<file path="src/rtl/serial_add_feeder.sv">
// serial_add_feeder: drives a 1-bit serial adder cell LSB-first and collects
// its sum bits into a parallel result. Block logic runs on posedge cp; the
// cell evaluates on negedge cp, so every bit makes one round trip per cycle.
//
// Handshake: start acts as a request with an implicit ready equal to
// "state is IDLE". A start seen while RUN or DONE is dropped, not queued,
// and a/b are only sampled on the posedge where start is accepted.
module serial_add_feeder #(
  parameter int WIDTH = 8,
  localparam int CNT_W = $clog2(WIDTH + 1)
) (
  input  logic             cp,
  input  logic             rst_n,
  input  logic             start,
  input  logic [WIDTH-1:0] a,
  input  logic [WIDTH-1:0] b,
  input  logic             ny,
  input  logic             z,
  output logic             x1,
  output logic             x2,
  output logic             y,
  output logic             busy,
  output logic             done,
  output logic [WIDTH-1:0] sum,
  output logic             cout,
  output logic [1:0]       dbg_state
);

  typedef enum logic [1:0] {
    S_IDLE = 2'd0,
    S_RUN  = 2'd1,
    S_DONE = 2'd2
  } state_t;

  state_t           state_q, state_d;
  // Only the not-yet-presented operand bits are kept; bit 0 goes straight
  // into x1/x2 when an operation is accepted.
  logic [WIDTH-2:0] a_sh_q, a_sh_d;
  logic [WIDTH-2:0] b_sh_q, b_sh_d;
  logic [CNT_W-1:0] cnt_q, cnt_d;
  logic [WIDTH-1:0] sum_q, sum_d;
  logic             x1_q, x1_d;
  logic             x2_q, x2_d;
  logic             y_q, y_d;
  logic             busy_q, busy_d;
  logic             done_q, done_d;
  logic             cout_q, cout_d;

  // Next-state and datapath updates for each state.
  always_comb begin
    state_d = state_q;
    a_sh_d  = a_sh_q;
    b_sh_d  = b_sh_q;
    cnt_d   = cnt_q;
    sum_d   = sum_q;
    x1_d    = x1_q;
    x2_d    = x2_q;
    y_d     = y_q;
    busy_d  = busy_q;
    done_d  = 1'b0;
    cout_d  = cout_q;
    case (state_q)
      S_IDLE: begin
        if (start) begin
          a_sh_d  = a[WIDTH-1:1];
          b_sh_d  = b[WIDTH-1:1];
          x1_d    = a[0];
          x2_d    = b[0];
          y_d     = 1'b0;
          sum_d   = '0;
          cout_d  = 1'b0;
          cnt_d   = '0;
          busy_d  = 1'b1;
          state_d = S_RUN;
        end
      end
      S_RUN: begin
        // The cell has just evaluated the bit presented last cycle.
        sum_d  = {z, sum_q[WIDTH-1:1]};
        y_d    = ny;
        x1_d   = a_sh_q[0];
        x2_d   = b_sh_q[0];
        a_sh_d = a_sh_q >> 1;
        b_sh_d = b_sh_q >> 1;
        cnt_d  = cnt_q + CNT_W'(1);
        if (cnt_q == CNT_W'(WIDTH - 1)) begin
          cout_d  = ny;
          busy_d  = 1'b0;
          done_d  = 1'b1;
          state_d = S_DONE;
        end
      end
      S_DONE: begin
        state_d = S_IDLE;
      end
      default: begin
        state_d = S_IDLE;
      end
    endcase
  end

  // State and datapath registers; reset aborts any operation silently.
  always_ff @(posedge cp or negedge rst_n) begin
    if (!rst_n) begin
      state_q <= S_IDLE;
      a_sh_q  <= '0;
      b_sh_q  <= '0;
      cnt_q   <= '0;
      sum_q   <= '0;
      x1_q    <= 1'b0;
      x2_q    <= 1'b0;
      y_q     <= 1'b0;
      busy_q  <= 1'b0;
      done_q  <= 1'b0;
      cout_q  <= 1'b0;
    end else begin
      state_q <= state_d;
      a_sh_q  <= a_sh_d;
      b_sh_q  <= b_sh_d;
      cnt_q   <= cnt_d;
      sum_q   <= sum_d;
      x1_q    <= x1_d;
      x2_q    <= x2_d;
      y_q     <= y_d;
      busy_q  <= busy_d;
      done_q  <= done_d;
      cout_q  <= cout_d;
    end
  end

  assign x1        = x1_q;
  assign x2        = x2_q;
  assign y         = y_q;
  assign busy      = busy_q;
  assign done      = done_q;
  assign sum       = sum_q;
  assign cout      = cout_q;
  assign dbg_state = state_q;

endmodule

</file>
<file path="config.mk">
export PLATFORM = sky130hd
export DESIGN_NAME = serial_add_feeder
export DESIGN_NICKNAME = d
export VERILOG_FILES = /design/src/rtl/serial_add_feeder.sv
export SDC_FILE = /design/constraint.sdc
export NUM_CORES = 1
export LEC_CHECK = 0
export ABC_AREA = 1
export ABC_CLOCK_PERIOD_IN_PS = 3800
export BUFFER_PORTS_ARGS = -buffer_cell sky130_fd_sc_hd__buf_2
export CORE_UTILIZATION = 56
export DETAILED_ROUTE_END_ITERATION = 16
export HOLD_SLACK_MARGIN = 0.12
export PLACE_DENSITY = 0.88
export SKIP_CTS_REPAIR_TIMING = 1
export SLEW_MARGIN = 5
export SYNTH_ARGS = -nofsm -noshare
export SYNTH_HDL_FRONTEND = slang
export SYNTH_SLANG_ARGS = --single-unit
export TNS_END_PERCENT = 100
</file>
<file path="constraint.sdc">
create_clock -name cp -period 3.8 [get_ports cp]
set_clock_uncertainty 0.2 [all_clocks]
set_input_delay 1.14 -clock cp [delete_from_list [all_inputs] [get_ports cp]]
set_output_delay 1.14 -clock cp [all_outputs]
set_load 0.01 [all_outputs]
</file>
==> results.sh <==
export IMPL_status="complete, no violations"
export IMPL_ios=37
export IMPL_synth_top_area_share_pct=53.9
export IMPL_syn_nets=204
export IMPL_syn_instance_count=182
export IMPL_finalSetupViolations=0
export IMPL_clock_root_buffer="clkbuf_4"
export IMPL_start_util_pct=61.5
export IMPL_slew_headroom_pct=52.1
export IMPL_p_per_area_nw_per_um2=804
export IMPL_cp_start_kind="flop"
export IMPL_rsz0062_at_grt="no"
export IMPL_fp_dieW_um=55.1
export IMPL_ys_top_cells_by_count="nand2_1, dfrtp_1, nand3_1"
export IMPL_ys_seq_area_share_pct=53.9
export IMPL_register_area_um2=851
export IMPL_grt_pass1_wl_mm=4.91
export IMPL_yosysTopAreaCell="dfrtp_1"
export IMPL_dieArea_um2=3040
export IMPL_grt_max_degree=41
export IMPL_multi_input_area_um2=569
export IMPL_wl_mm=2.94
export IMPL_syn_area_um2=1580
export IMPL_port_buffers=36
export IMPL_slew_viol_final=0
export IMPL_core_area_um2=2570
export IMPL_diodes=0
export IMPL_required_ns=2.46
export IMPL_max_freq_mhz=441
export IMPL_ys_types=19
export IMPL_synth_ff_type="dfrtp_1"
export IMPL_htreeDepth=2
export IMPL_clk_latency_ns=0.33
export IMPL_fp_row_count=18
export IMPL_vdd_ir_drop_max_uv=628
export IMPL_path_buf_inv=1
export IMPL_ant_nets=0
export IMPL_place_congestion=0.722
export IMPL_cellLeakagePower_nw=0.996
export IMPL_nFillCells=229
export IMPL_viasPerCell=5.22
export IMPL_yosysWarnings=0
export IMPL_synth_async_sr_flop_share_pct=100
export IMPL_hold_viol=0
export IMPL_drt_initial_drc_count=31
export IMPL_first_pass_iters=4
export IMPL_hp_class="reg2reg"
export IMPL_die_h_um=55.1
export IMPL_areaGrowthSynthToFinish_pct=11.3
export IMPL_cp_top_family="flip-flops"
export IMPL_fin_crit_ns=2.27
export IMPL_synth_most_common_cell="nand2_1"
export IMPL_first_global_vias=1152
export IMPL_antenna_found_initial=0
export IMPL_crit_path_top_delay_cell="dfrtp_1"
export IMPL_avgSynthCellArea_um2=8.68
export IMPL_drive_gt1_share_pct=22.9
export IMPL_synthTopCellsByArea="dfrtp_1, nand2_1, nand3_1"
export IMPL_cp_arrival_ns=0.93
export IMPL_end_kind="primary output"
export IMPL_layout_cells_non_filler=248
export IMPL_worst_pin_slew_ns=0.719
export IMPL_crit_path_max_incr_delay_ns=0.44
export IMPL_grt_usage_pct=23.5
export IMPL_nNetsFinal=239
export IMPL_synth_edff_count=0
export IMPL_hpwl_mm=2.00
export IMPL_fin_tns_setup_ns=0
export IMPL_cts_tree="yes"
export IMPL_grt_overflow=0
export IMPL_wire_per_inst_um=11.9
export IMPL_dp_cells=240
export IMPL_cp_max_fo=3
export IMPL_cts_sinks=34
export IMPL_ys_ff_latch=34
export IMPL_period_share_pct=59.7
export IMPL_cts_clk_slew_worst_paths_ns=0.10
export IMPL_cts_buffers=5
export IMPL_clock_path_buffers=2
export IMPL_holdWs_ns=0.287
export IMPL_r2r_slack_ns=2.13
export IMPL_vias=1294
export IMPL_crit_type="reg2out"
export IMPL_critical_path_cell_chain="buf_2"
export IMPL_drc=0
export IMPL_drv_cap=0
worst min-delay path: cells and delay by family, from the launching register on:
family        cells  cell delay (ns)
simple gates      2             0.09
flops             1             0.36
per-stage QoR:
| step | total power, mW | util, % | area, µm² | setup slack [ns] |
|---|---|---|---|---|
| floorplan | 1.11 | - | 1580 | 1.95 |
| global placement | 1.19 | 66.1 | 1700 | 1.60 |
| detailed placement | 1.22 | 66.1 | 1700 | 1.58 |
| CTS | 1.42 | 68.5 | 1760 | 1.52 |
| global route | 1.55 | 68.5 | 1760 | 1.47 |
| finish | 1.41 | 68.5 | 1760 | 1.53 |
layout by cell type (no fill, tap or decap), types with 2 or more instances in the layout:
cell type,netlist,layout
o21ai_0,8,8
nand3_1,21,21
nor2_1,9,9
inv_1,14,14
o21ai_1,2,2
dfrtp_1,34,34
nand2_1,69,69
clkbuf_4,0,5
o22ai_1,6,6
inv_2,2,2
nand2_4,3,3
buf_2,0,36
layout make-up:
type / count / area share, %
Clock buffer: 7 / 3.13
Clock inverter: 1 / 0.285
Inverter: 16 / 3.42
Multi-Input combinational cell: 124 / 32.4
Sequential cell: 34 / 48.4
Tap cell: 30 / 2.14
Timing Repair Buffer: 36 / 10.2
registers in the layout (all words and copies together), names as in the netlist:
register,flops
done,1
cnt_q,4
x1,1
sum,8
dbg_state,2
busy,1
a_sh_q,7
b_sh_q,7
x2,1
cout,1
y,1
report_power, final:
group / total [mW] / switching (mW) / leakage [nW] / internal, mW
combinational: 0.588 / 0.378 / 0.529 / 0.210
sequential: 0.622 / 0.102 / 0.432 / 0.520
clock: 0.204 / 0.114 / 0.0353 / 0.0896
worst paths after layout:
path | from | end | cells after the start
max | dbg_state[1] | dbg_state[1] | 1
min | busy | busy | 2
max reg2reg | dbg_state[1] | busy | 6
min reg2reg | busy | busy | 2
max in group asynchronous | rst_n | a_sh_q[3] | 1
min in group asynchronous | rst_n | sum[2] | 1
layer usage:
layer	GRT usage (%)	vias to the layer above	part of all wire [%]
li1	-	646	-
met1	31.4	608	46
met2	34.5	35	47
met3	8.47	5	5.1
met4	9.58	0	0.99
met5	0	-	0
kinds of logic after synthesis:
kind of cell	synth area share, %
flip-flops	53.9
AO/OA/AOI/OAI	5.86
adder cells (fa/ha/maj)	0.792
buffers and inverters	10.1
AND/OR/NAND/NOR	28.8
XOR/XNOR	0.555
(Power assumes the default switching activity.)
